[src/rtl/syscall_pkg.sv]
// Shared constants, FSM state type and character helpers for the syscall console.
package syscall_pkg;

  localparam logic [31:0] SYS_PRINT_INT  = 32'd1;
  localparam logic [31:0] SYS_EXIT       = 32'd10;
  localparam logic [31:0] SYS_PRINT_CHAR = 32'd11;

  localparam logic [7:0] ASCII_0  = 8'h30;
  localparam logic [7:0] ASCII_a  = 8'h61;
  localparam logic [7:0] ASCII_LF = 8'h0A;
  localparam logic [7:0] ASCII_x  = 8'h78;

  typedef enum logic [2:0] {
    ST_IDLE,
    ST_LOAD,
    ST_SEND,
    ST_NEXT,
    ST_HALTED
  } state_e;

  function automatic logic [7:0] hex_ascii(input logic [3:0] n);
    return (n < 4'd10) ? (ASCII_0 + {4'h0, n}) : (ASCII_a + {4'h0, n} - 8'd10);
  endfunction

  // Digit d counts from the most-significant nibble.
  function automatic logic [3:0] nibble_sel(input logic [31:0] w, input logic [2:0] d);
    return w[5'd31 - {d, 2'b00} -: 4];
  endfunction

endpackage

[src/rtl/uart_tx_byte.sv]
// 8N1 UART byte transmitter: start pulse loads a 10-bit frame, done strobes in the last stop-bit cycle.
module uart_tx_byte #(
  parameter int CLKS_PER_BIT = 434
) (
  input  logic       clk,
  input  logic       rst,
  input  logic       start_i,
  input  logic [7:0] data_i,
  output logic       tx_o,
  output logic       done_o
);

  localparam int BW = (CLKS_PER_BIT > 1) ? $clog2(CLKS_PER_BIT) : 1;
  localparam logic [BW-1:0] BAUD_LAST = BW'(CLKS_PER_BIT - 1);

  logic [9:0]    shreg_q;
  logic [BW-1:0] baud_q;
  logic [3:0]    bit_q;
  logic          active_q;

  // Line level is always shreg_q[0]; ones shift in so the line idles high.
  assign tx_o   = shreg_q[0];
  assign done_o = active_q && (baud_q == BAUD_LAST) && (bit_q == 4'd9);

  always_ff @(posedge clk or negedge rst) begin
    if (!rst) begin
      shreg_q  <= '1;
      baud_q   <= '0;
      bit_q    <= '0;
      active_q <= 1'b0;
    end else if (!active_q) begin
      if (start_i) begin
        shreg_q  <= {1'b1, data_i, 1'b0};
        baud_q   <= '0;
        bit_q    <= '0;
        active_q <= 1'b1;
      end
    end else if (baud_q == BAUD_LAST) begin
      baud_q  <= '0;
      shreg_q <= {1'b1, shreg_q[9:1]};
      if (bit_q == 4'd9) active_q <= 1'b0;
      else               bit_q    <= bit_q + 4'd1;
    end else begin
      baud_q <= baud_q + BW'(1);
    end
  end

endmodule

[src/rtl/syscall_console.sv]
// MIPS syscall snapshot to UART console: print int (hex), print char, exit.
// Define SYSCALL_HEX_PREFIX_EN to prefix printed integers with "0x".
module syscall_console
  import syscall_pkg::*;
#(
  parameter int CLKS_PER_BIT = 434,
  parameter int CNT_W        = 16
) (
  input  logic             clk,
  input  logic             rst,
  input  logic             sys_valid,
  output logic             sys_ready,
  input  logic [31:0]      v0,
  input  logic [31:0]      a0,
  output logic             tx,
  output logic             busy,
  output logic             halted,
  output logic [CNT_W-1:0] char_count
);

`ifdef SYSCALL_HEX_PREFIX_EN
  localparam logic [3:0] INT_LAST = 4'd10;
`else
  localparam logic [3:0] INT_LAST = 4'd8;
`endif

  state_e           state_q;
  logic [31:0]      v0_q, a0_q;
  logic [3:0]       idx_q;
  logic             busy_q, halted_q, ready_q;
  logic [CNT_W-1:0] cnt_q;

  logic       is_int, is_char, tx_start, tx_done;
  logic [3:0] last_idx;
  logic [7:0] cur_char;

  assign is_int   = (v0_q == SYS_PRINT_INT);
  assign is_char  = (v0_q == SYS_PRINT_CHAR);
  assign last_idx = is_int ? INT_LAST : 4'd0;
  assign tx_start = (state_q == ST_LOAD) && (is_int || is_char);

  always_comb begin
    cur_char = a0_q[7:0];
    if (is_int) begin
`ifdef SYSCALL_HEX_PREFIX_EN
      if      (idx_q == 4'd0)     cur_char = ASCII_0;
      else if (idx_q == 4'd1)     cur_char = ASCII_x;
      else if (idx_q == INT_LAST) cur_char = ASCII_LF;
      else cur_char = hex_ascii(nibble_sel(a0_q, 3'(idx_q - 4'd2)));
`else
      if (idx_q == INT_LAST) cur_char = ASCII_LF;
      else cur_char = hex_ascii(nibble_sel(a0_q, idx_q[2:0]));
`endif
    end
  end

  uart_tx_byte #(.CLKS_PER_BIT(CLKS_PER_BIT)) u_tx (
    .clk    (clk),
    .rst    (rst),
    .start_i(tx_start),
    .data_i (cur_char),
    .tx_o   (tx),
    .done_o (tx_done)
  );

  // Print codes raise busy on the accepting edge; the code is fully decoded in LOAD.
  always_ff @(posedge clk or negedge rst) begin
    if (!rst) begin
      state_q  <= ST_IDLE;
      v0_q     <= '0;
      a0_q     <= '0;
      idx_q    <= '0;
      busy_q   <= 1'b0;
      halted_q <= 1'b0;
      ready_q  <= 1'b0;
      cnt_q    <= '0;
    end else begin
      case (state_q)
        ST_IDLE: begin
          ready_q <= 1'b1;
          if (sys_valid && ready_q) begin
            v0_q    <= v0;
            a0_q    <= a0;
            idx_q   <= '0;
            ready_q <= 1'b0;
            busy_q  <= (v0 == SYS_PRINT_INT) || (v0 == SYS_PRINT_CHAR);
            state_q <= ST_LOAD;
          end
        end
        ST_LOAD: begin
          if (is_int || is_char) begin
            state_q <= ST_SEND;
          end else if (v0_q == SYS_EXIT) begin
            halted_q <= 1'b1;
            state_q  <= ST_HALTED;
          end else begin
            ready_q <= 1'b1;
            state_q <= ST_IDLE;
          end
        end
        ST_SEND: begin
          if (tx_done) state_q <= ST_NEXT;
        end
        ST_NEXT: begin
          cnt_q <= cnt_q + CNT_W'(1);
          idx_q <= idx_q + 4'd1;
          if (idx_q == last_idx) begin
            busy_q  <= 1'b0;
            ready_q <= 1'b1;
            state_q <= ST_IDLE;
          end else begin
            state_q <= ST_LOAD;
          end
        end
        ST_HALTED: state_q <= ST_HALTED;
        default:   state_q <= ST_IDLE;
      endcase
    end
  end

  assign sys_ready  = ready_q;
  assign busy       = busy_q;
  assign halted     = halted_q;
  assign char_count = cnt_q;

endmodule

[config.mk]
export PLATFORM = sky130hd
export DESIGN_NAME = syscall_console
export DESIGN_NICKNAME = d
export VERILOG_FILES = /design/src/rtl/syscall_pkg.sv /design/src/rtl/uart_tx_byte.sv /design/src/rtl/syscall_console.sv
export SDC_FILE = /design/constraint.sdc
export NUM_CORES = 1
export LEC_CHECK = 0
export CORE_MARGIN = 5
export CORE_UTILIZATION = 55
export DETAILED_ROUTE_END_ITERATION = 12
export PLACE_DENSITY = 0.84
export RECOVER_POWER = 50
export SLEW_MARGIN = 10
export SYNTH_ARGS = -nofsm -noshare
export SYNTH_HDL_FRONTEND = slang
export SYNTH_SLANG_ARGS = --single-unit
[constraint.sdc]
create_clock -name clk -period 4.15 [get_ports clk]
set_clock_uncertainty 0.1 [all_clocks]
set_input_delay 0.415 -clock clk [delete_from_list [all_inputs] [get_ports clk]]
set_output_delay 0.415 -clock clk [all_outputs]
set_load 0.01 [all_outputs]
# After elaboration in Yosys (flattened, before gate mapping)
# Cells that the tools add are included.
dict set report word_totals {
  input_bits 67
  wordCells 95
  regBits 114
}
dict set report op_classes {
  n_mux 34
  reduce_logical 18
  n_eq_ne 20
  shifts 1
  bitwise 1
  magnitude_cmp 1
  n_addsub 8
}
# cell n
set op_table {}
lappend op_table {{32-bit by 4-bit equality test with 1-bit output (second input constant)} 3}
lappend op_table {{32-bit by 1-bit equality test with 1-bit output (second input constant)} 2}
lappend op_table {{35-bit by 6-bit variable part select with 4-bit output} 1}
lappend op_table {{10-bit two-way mux} 3}
lappend op_table {{9-bit two-way mux} 3}
lappend op_table {{4-bit two-way mux} 6}
lappend op_table {{8-bit two-way mux} 3}
lappend op_table {{16-bit by 1-bit adder with 16-bit output (second input constant)} 1}
lappend op_table {{3-bit one-hot mux with 5 select lines} 1}
lappend op_table {{2-bit != test (second input constant)} 7}
lappend op_table {{3-bit two-way mux} 4}
lappend op_table {{1-bit two-way mux} 11}
lappend op_table {{9-bit by 1-bit adder with 9-bit output (second input constant)} 1}
lappend op_table {{9-bit equality test (second input constant)} 1}
lappend op_table {{3-bit AND reduction} 3}
lappend op_table {{4-bit by 1-bit adder with 4-bit output (second input constant)} 2}
lappend op_table {{7-bit by 4-bit adder with 8-bit output (first input constant)} 1}
lappend op_table {{4-bit equality test (second input constant)} 2}
lappend op_table {{4-bit one-hot mux with 2 select lines} 1}
lappend op_table {{2-bit AND reduction} 4}
lappend op_table {{8-bit by 4-bit subtractor with 8-bit output (second input constant)} 1}
lappend op_table {{6-bit by 4-bit adder with 7-bit output (first input constant)} 1}
lappend op_table {{3-bit by 2-bit equality test with 1-bit output (second input constant)} 2}
lappend op_table {{5-bit subtractor (first input constant)} 1}
lappend op_table {{13 further kinds} 18}

# Logic depth before layout (Yosys ltp)
# Gate-level depths: netlist of run 1.
dict set report depth {
  word_depth 9
  ltp_mapped 9
  ltp_nobuf 8
}

# Modules after synthesis
# A second synthesis of run 1 with hierarchy kept.
dict set report unflattened {
  cells_unflattened 467
  area_unflattened_um2 5555.3
}
# mod area_each_um2 n_inst cells_each
set by_module_without_submodules {}
lappend by_module_without_submodules {syscall_console 4199.0 1 321}
lappend by_module_without_submodules {uart_tx_byte 1356.3 1 146}

# Worst setup path before layout of run 1
# No wires, ideal clock.
dict set report synth_timing {
  kind {flip-flop to flip-flop}
  from {register idx_q[0]}
  to {register u_tx.shreg_q[2]}
  slack_ns 1.899
  synth_period_minus_slack_ns 2.251
  n_path_buf 0
  setup_ns 0.073
  t_required_ns 3.977
  stages_incl_launch_ff 8
  arrival_ns 2.078
  path_cell_list {dfrtp_1 > mux4_1 > mux2i_1 > ha_1 > nand2_1 > nand2_1 > a221o_1 > a21oi_1}
}
dict set report synth_via {
  elab_chain_cells 9
  elab_cells_between_ends 12
}
# element line
set synth_lines {}
lappend synth_lines {{from (decl)} syscall_console.sv:29} ;# logic [3:0] idx_q;
lappend synth_lines {{from (signal assigned)} syscall_console.sv:106} ;# idx_q <= idx_q + 4'd1;
lappend synth_lines {{5-bit subtractor} syscall_pkg.sv:27} ;# return w[5'd31 - {d, 2'b00} -: 4];
lappend synth_lines {{35-bit by 6-bit variable part select with 4-bit output} syscall_pkg.sv:27}
lappend synth_lines {{7-bit by 4-bit adder with 8-bit output} syscall_pkg.sv:22} ;# return (n < 4'd10) ? (ASCII_0 + {4'h0, n}) : (ASCII_a + {4'h0, n} - 8'd10);
lappend synth_lines {{8-bit by 4-bit subtractor with 8-bit output} syscall_pkg.sv:22}
lappend synth_lines {{8-bit two-way mux} syscall_pkg.sv:22}
lappend synth_lines {{8-bit two-way mux *} syscall_console.sv:51} ;# if (idx_q == INT_LAST) cur_char = ASCII_LF;
lappend synth_lines {{8-bit two-way mux *} syscall_console.sv:44} ;# if (is_int) begin
lappend synth_lines {{10-bit two-way mux *} uart_tx_byte.sv:32} ;# if (start_i) begin
lappend synth_lines {{10-bit two-way mux *} uart_tx_byte.sv:31} ;# end else if (!active_q) begin
lappend synth_lines {{to (signal assigned)} uart_tx_byte.sv:33} ;# shreg_q <= {1'b1, data_i, 1'b0};
lappend synth_lines {{to (signal assigned)} uart_tx_byte.sv:40} ;# shreg_q <= {1'b1, shreg_q[9:1]};
lappend synth_lines {{to (decl)} uart_tx_byte.sv:16} ;# logic [9:0] shreg_q;
# Mark *: on every way between the ends. The rest lies on a longest branch, timed or not. The select of a mux whose other input is x is not followed.
# A chain may end at the register's enable or synchronous reset.

# Worst setup path after layout of run 1
# Same ends and word-level chain as after synthesis.

==> reports/qor.txt, run 1 <==
setup violators final = 0
Fillers = 637
Max Cap Viol = 1
Num CTS Buffers = 17
Async SR Flop Fraction = 100%
Max Slew Vio Count = 31
Synth Cell Area = 0.00533 mm²
Cell Area, Placed = 0.00631 mm²
Die Y = 108 µm
P&R area growth vs syn = 29.9%
nets = 613
crit-path cells = mux4_1 > mux2i_1 > ha_1 > nand2_1 > nand2_1 > a221o_1 > a21oi_1
H-tree lvl count = 4
Pwr per Cell Area = 468 mW/mm²
Synth Flop Type = dfrtp_1
number of global-route vias before repair = 4138
GR peak layer = met2
DR WL/cell = 17.9 µm
final WL = 12200 µm
largest net degree at the start of global routing = 57
critical path arrival = 3.16 ns
GRT met3 Usage = 6.33%
Reg clk slew, reported paths = 0.05 ns
CP top delay family = multiplexers
Setup Buffers After CTS = 0
final cell area excluding filler cells = 0.00693 mm²
Syn Area/Cell = 12.0 µm²
Syn Nets = 521
run status = finished, violations left
IO buf count = 86
die area = 0.0118 mm²
grt met1 use = 28.9%
max_slew headroom = -3.76%
crit path buf inv count = 0
Root Driver = clkbuf_8
# rows = 36
DRT Pass-1 Iters = 5
CTS sink cnt = 113
Overflow after GRT = 0
Multi-input gate area = 0.00239 mm²
max incr delay on CP = 0.73 ns
TNS Setup = 0 ns
period utilization = 68.3%
Initial Util = 55.6%
Post-route DRC = 0
met2 Resource Use GR = 36.1%
Hold Violations, Final = 0
post-route ant nets = 0
Yosys cell types = 54
Die Wd = 108 µm
Worst EP required = 4.48 ns
GRT Util Overall = 22.2%
first-pass GRT wire length = 20200 µm
VDD IR-drop max = 0.315 mV
synthesized flop and latch total = 113
initial antenna violation count = 0
Critical Path Sink Type = flop
RSZ-0062 raised after global routing = false
I/O pin count = 87
Hold/Removal Path Class = reg2reg
EDFF count, synth = 0
CTS tree = built
Worst setup SP type = flop
ANT cells = 0
Iteration-0 DRC Markers = 229
worst-margin pin slew = 1.56 ns
worst skew pair latency = 0.51 ns
Resized cells post-CTS = 0
final worst path period need = 2.84 ns
final core occ = 72.2%
share of cells above drive strength 1 = 23.4%
vias per cell = 5.79
worst-path maximum fanout = 14
Storage cell area = 0.00284 mm²
Max clock buf depth = 2
slowest stage cell on the critical path = dfrtp_1
leakage power = 2.87 nW
detailed-route via count = 3959
YS warnings = 0
Placer Congestion = 0.927
HPWL after DPL = 8280 µm
achievable clock frequency = 353 MHz
cell mode on critical path = nand2_1
core area = 0.00959 mm²
violated checks = capacitance limit, slew limit
Synth Instances = 446
register area share after synthesis = 53.2%
crit path kind = reg2reg
==> timing repair <==
item	in CTS	in global routing
hold buffers	1	0
setup endpoints to repair	0	0
hold endpoints to repair	27	0
==> report_power, final <==
group,internal [mW],switching [mW]
Clock,0.962,0.509
Combinational,0.250,0.170
Sequential,1.25,0.0997
==> per-stage QoR <==
stage / setup WS [ns] / instances / power [mW] / hold WS, ns
floorplan: 1.90 / 446 / 1.60 / 0.0194
global placement: 1.48 / 651 / 1.74 / 0.257
detailed placement: 1.30 / 651 / 1.77 / 0.262
CTS: 1.27 / 684 / 3.27 / 0.276
global route: 1.13 / 684 / 3.37 / 0.386
finish: 1.31 / 684 / 3.24 / 0.363
==> cell usage after synthesis (all sizes together), types with 2 or more instances <==
cell type | number | area (µm²)
a21oi | 9 | 52.6
a221oi | 4 | 35.0
a31o | 2 | 17.5
a31oi | 5 | 31.3
and3 | 6 | 42.5
buf | 15 | 76.3
clkbuf | 2 | 7.51
dfrtp | 104 | 2600
dfstp | 9 | 236
ha | 8 | 100
inv | 9 | 33.8
mux2 | 67 | 762
mux2i | 6 | 60.1
mux4 | 8 | 188
nand2 | 42 | 160
nand2b | 3 | 18.8
nand3 | 21 | 105
nand4 | 10 | 62.6
nor2 | 24 | 90.1
nor2b | 2 | 12.5
nor3 | 2 | 10.0
nor4 | 14 | 87.6
o21a | 2 | 15.0
o21ai | 32 | 160
or3 | 3 | 23.8
xnor2 | 16 | 140
xor2 | 5 | 43.8
==> worst paths after layout <==
path | startpoint | to | slack [ns] | depth (start not counted)
max | idx_q[0]$_DFFE_PN0P_ | u_tx.shreg_q[2]$_DFFE_PN1P_ | 1.31 | 7
min | u_tx.shreg_q[8]$_DFFE_PN1P_ | u_tx.shreg_q[8]$_DFFE_PN1P_ | 0.36 | 2
max reg2reg | idx_q[0]$_DFFE_PN0P_ | u_tx.shreg_q[2]$_DFFE_PN1P_ | 1.31 | 7
min reg2reg | u_tx.shreg_q[8]$_DFFE_PN1P_ | u_tx.shreg_q[8]$_DFFE_PN1P_ | 0.36 | 2
max in group asynchronous | rst | idx_q[2]$_DFFE_PN0P_ | 1.76 | 3
min in group asynchronous | rst | v0_q[24]$_DFFE_PN0P_ | 0.74 | 2
==> cell type report <==
type	instances	area share, %
clock inverters	12	2.28
inverters	10	0.542
clock buffers	20	6.57
repair buffers	90	12.8
well taps	133	2.40
multi-input cells	306	34.4
flip-flops and latches	113	41.0
==> cells by family after synthesis <==
group / after synthesis / share of synthesized area [%]
and+or+nand+nor: 134 / 12.7
muxes: 81 / 18.9
buffers and inverters: 27 / 2.28
AOI/OAI and AO/OA: 62 / 7.51
DFF: 113 / 53.2
adders and majority gates: 8 / 1.88
xor gates and xnor gates: 21 / 3.45
==> layout by cell type (no fill, tap or decap), drive strengths merged, types with 2 or more instances in the layout <==
cell type      count
mux2i              6
buf                3
mux2              67
mux4               8
nand4             10
o21a               2
clkdlybuf4s50     85
or3                3
and3               6
nor3               2
nor2b              2
nand3             21
o21ai             32
clkinvlp           3
a31o               2
a221oi             4
clkinv             7
nor4              14
ha                 8
xnor2             16
bufinv             3
xor2               5
a31oi              5
dfstp              9
nand2             42
clkbuf            21
nand2b             3
dfrtp            104
inv                9
a21oi              9
nor2              24
==> metal layers <==
layer,wire length [µm],vias to the layer above
li1,-,1808
met1,5170,1988
met2,6170,147
met3,697,16
met4,187,0
met5,0,-
==> tightest hold or removal path: cells and delay by family (launching register included) <==
kind,cells,cell delay (ns)
DFF,1,0.37
AOI/OAI and AO/OA,1,0.05
buffers and inverters,1,0.04
==> state kept, by name, summed over array words and instances, names as in the netlist <==
register	count
a0_q	32
busy	1
char_count	16
halted	1
idx_q	4
state_q	3
sys_ready	1
u_tx.active_q	1
u_tx.baud_q	9
u_tx.bit_q	4
u_tx.shreg_q	9
v0_q	32
No activity file was read; power rests on OpenSTA's default activity.
==> run 2, diff against run 1 <==
--- a/config.mk
+++ b/config.mk
@@ -6,9 +6,9 @@
 export NUM_CORES = 1
 export LEC_CHECK = 0
 export CORE_MARGIN = 5
-export CORE_UTILIZATION = 55
+export CORE_UTILIZATION = 48
 export DETAILED_ROUTE_END_ITERATION = 12
-export PLACE_DENSITY = 0.84
+export PLACE_DENSITY = 0.78
 export RECOVER_POWER = 50
 export SLEW_MARGIN = 10
 export SYNTH_ARGS = -nofsm -noshare
==> constraint.sdc (replaced) <==
create_clock -name clk -period 2.4 [get_ports clk]
set_clock_uncertainty 0.1 [all_clocks]
set_input_delay 0.24 -clock clk [delete_from_list [all_inputs] [get_ports clk]]
set_output_delay 0.24 -clock clk [all_outputs]
set_load 0.01 [all_outputs]
==> run 2 against run 1 <==
Effect of this change: die area rose by 13%; cell count rose by 4.4%; the run now ends clean; worst setup slack got worse by 1.2 ns; final area rose by 3.7%; non-clock buffer count is 23 higher; count of clock-buffer cells in the layout decreased by 2; sequential power grew 74%; power is 76% higher; via count up 1.4%.
==> reports/qor.txt, run 2 (synthesis gave the netlist of run 1 again) <==
number of global-route vias before repair = 4372 (+5.7%)
Initial Util = 49.0% (-6.6 points)
GRT Util Overall = 20.6% (-1.6 points)
final core occ = 66.0% (-6.2 points)
CTS sink cnt = 113 (unchanged)
Storage cell area = 0.00284 mm² (about the same)
core area = 0.0109 mm² (+13%)
commonest non-fill, non-tap cell in the layout = dfrtp_1
Power Total = 5.70 mW (+76%)
critical path arrival = 2.66 ns (-0.50 ns)
Die Wd = 115 µm (+6.4%)
initial antenna violation count = 0 (unchanged)
Hold/Removal Path Class = in2reg
Worst setup SP type = flop
crit path kind = reg2reg
Placer Congestion = 0.908 (-2.0%)
share of cells above drive strength 1 = 27.9% (+4.5 points)
Worst EP required = 2.73 ns (-1.75 ns)
met2 Resource Use GR = 34.6% (-1.5 points)
achievable clock frequency = 429 MHz (+22%)
setup violators final = 0 (unchanged)
post-route ant nets = 0 (unchanged)
nets = 636 (+3.8%)
filler-free cell count of the finished design = 714 (+4.4%)
Hold Crit Start = a0[29]
Critical Path Sink Type = flop
grt met1 use = 26.4% (-2.5 points)
DR WL/cell = 18.0 µm (+0.96%)
GRT met3 Usage = 4.70% (-1.6 points)
worst-path maximum fanout = 4 (-10)
ANT cells = 0 (unchanged)
most frequent cells in the layout = 103 x dfrtp_1, 85 x clkdlybuf4s50_1, 65 x mux2_2
Num CTS Buffers = 17 (unchanged)
Die Y = 115 µm (+6.4%)
crit-path cells = buf_4 > mux4_2 > mux2i_2 > ha_1 > nand2_1 > nand2_1 > a221o_1 > a21oi_1
Max clock buf depth = 2 (unchanged)
Max Cap Viol = 0 (-1)
die area = 0.0133 mm² (+13%)
Root Driver = clkbuf_8
final WL = 12900 µm (+5.4%)
worst skew pair latency = 0.51 ns (about the same)
Reg clk slew, reported paths = 0.06 ns (about the same)
Pwr per Cell Area = 793 mW/mm² (+69%)
first-pass GRT wire length = 21600 µm (+6.8%)
period utilization = 97.0% (+29 points)
Iteration-0 DRC Markers = 238 (+3.9%)
DRT Pass-1 Iters = 4 (-1)
Multi-input gate area = 0.00243 mm² (+1.7%)
IO buf count = 86 (unchanged)
HPWL after DPL = 8950 µm (+8.0%)
H-tree lvl count = 4 (unchanged)
max_slew headroom = 9.48% (+13 points)
Fillers = 776 (+22%)
slowest stage cell on the critical path = mux4_2
dpl cells = 675 (+3.7%)
largest net degree at the start of global routing = 55 (-3.5%)
Hold Violations, Final = 0 (unchanged)
Setup crit start = idx_q[0]$_DFFE_PN0P_
R2R Path Start = idx_q[0]$_DFFE_PN0P_
Max Slew Vio Count = 0 (-100%)
leakage power = 2.98 nW (+3.9%)
CTS tree = built
max incr delay on CP = 0.54 ns (-0.19 ns)
worst-margin pin slew = 1.36 ns (-0.199 ns)
VDD IR-drop max = 0.459 mV (+46%)
GR peak layer = met2
vias per cell = 5.62 (-2.9%)
Post-route DRC = 0 (unchanged)
final worst path period need = 2.33 ns (-0.507 ns)
Overflow after GRT = 0 (unchanged)
cell mode on critical path = nand2_1
run status = finished clean
P&R area growth vs syn = 34.7%
I/O pin count = 87 (unchanged)
detailed-route via count = 4014 (+1.4%)
RSZ-0062 raised after global routing = true
# rows = 38 (+5.6%)
==> run 2: cell count changes in the layout (fill, tap and decap cells not counted), sizes merged <==
cell / change
buf: +21
clkinvlp: -1
clkinv: -1
inv: +4
==> run 2: metal layers <==
metal,part of all wire (%),vias up
met5,0,-
met4,1.7,0
met3,4.9,22
met2,52,123
met1,42,2000
li1,-,1869
==> run 2: through the flow <==
stage | worst slack [ns] | cell area (µm²) | setup TNS, ns | hold WS (ns)
after floorplan | 0.149 | 5330 | 0 | -0.156
after global placement | 0.103 | 6500 | 0 | 0.233
after detailed placement | 0.0571 | 6500 | 0 | 0.239
after CTS | 0.0575 | 7120 | 0 | 0.234
after global routing | -0.0339 | 7190 | -0.104 | 0.245
final | 0.0709 | 7190 | 0 | 0.247
==> run 2: what timing repair did <==
action                                 4_1_cts  5_1_grt
endpoints found under the hold margin       43        0
setup endpoints to repair                    2       15
pin swaps                                    0        6
resized for setup                            2       10
setup buffers                                0        6
hold buffers                                 1        0
==> run 2: power by group <==
group / internal, mW / switching [mW] / leakage (nW)
clock network: 1.63 / 0.942 / 0.293
logic: 0.470 / 0.314 / 1.30
registers: 2.16 / 0.184 / 1.39
==> run 2: layout make-up <==
cell class	instances	share of cell area, %
Clock buffer	18	5.96
Clock inverter	14	2.51
Inverter	10	0.522
Multi-Input combinational cell	306	33.8
Sequential cell	113	39.5
Tap cell	140	2.44
Timing Repair Buffer	113	15.3
==> run 2: path summary, 6_finish.rpt <==
check | endpoint | slack (ns) | depth (start not counted)
max in group asynchronous | v0_q[19]$_DFFE_PN0P_ | 0.49 | 3
hold reg to reg | u_tx.shreg_q[1]$_DFFE_PN1P_ | 0.36 | 2
min in group asynchronous | u_tx.baud_q[3]$_DFFE_PN0P_ | 0.48 | 2
hold / removal | a0_q[29]$_DFFE_PN0P_ | 0.25 | 2
setup / recovery | u_tx.shreg_q[2]$_DFFE_PN1P_ | 0.07 | 8
setup reg to reg | u_tx.shreg_q[2]$_DFFE_PN1P_ | 0.07 | 8
==> run 2: critical path, delay by kind of cell (launching register included) <==
kind	cells	cell delay [ns]
and+or+nand+nor	2	0.12
AOI/OAI and AO/OA	2	0.47
adders and majority gates	1	0.27
DFF	1	0.42
muxes	2	0.75
buffers and inverters	1	0.14
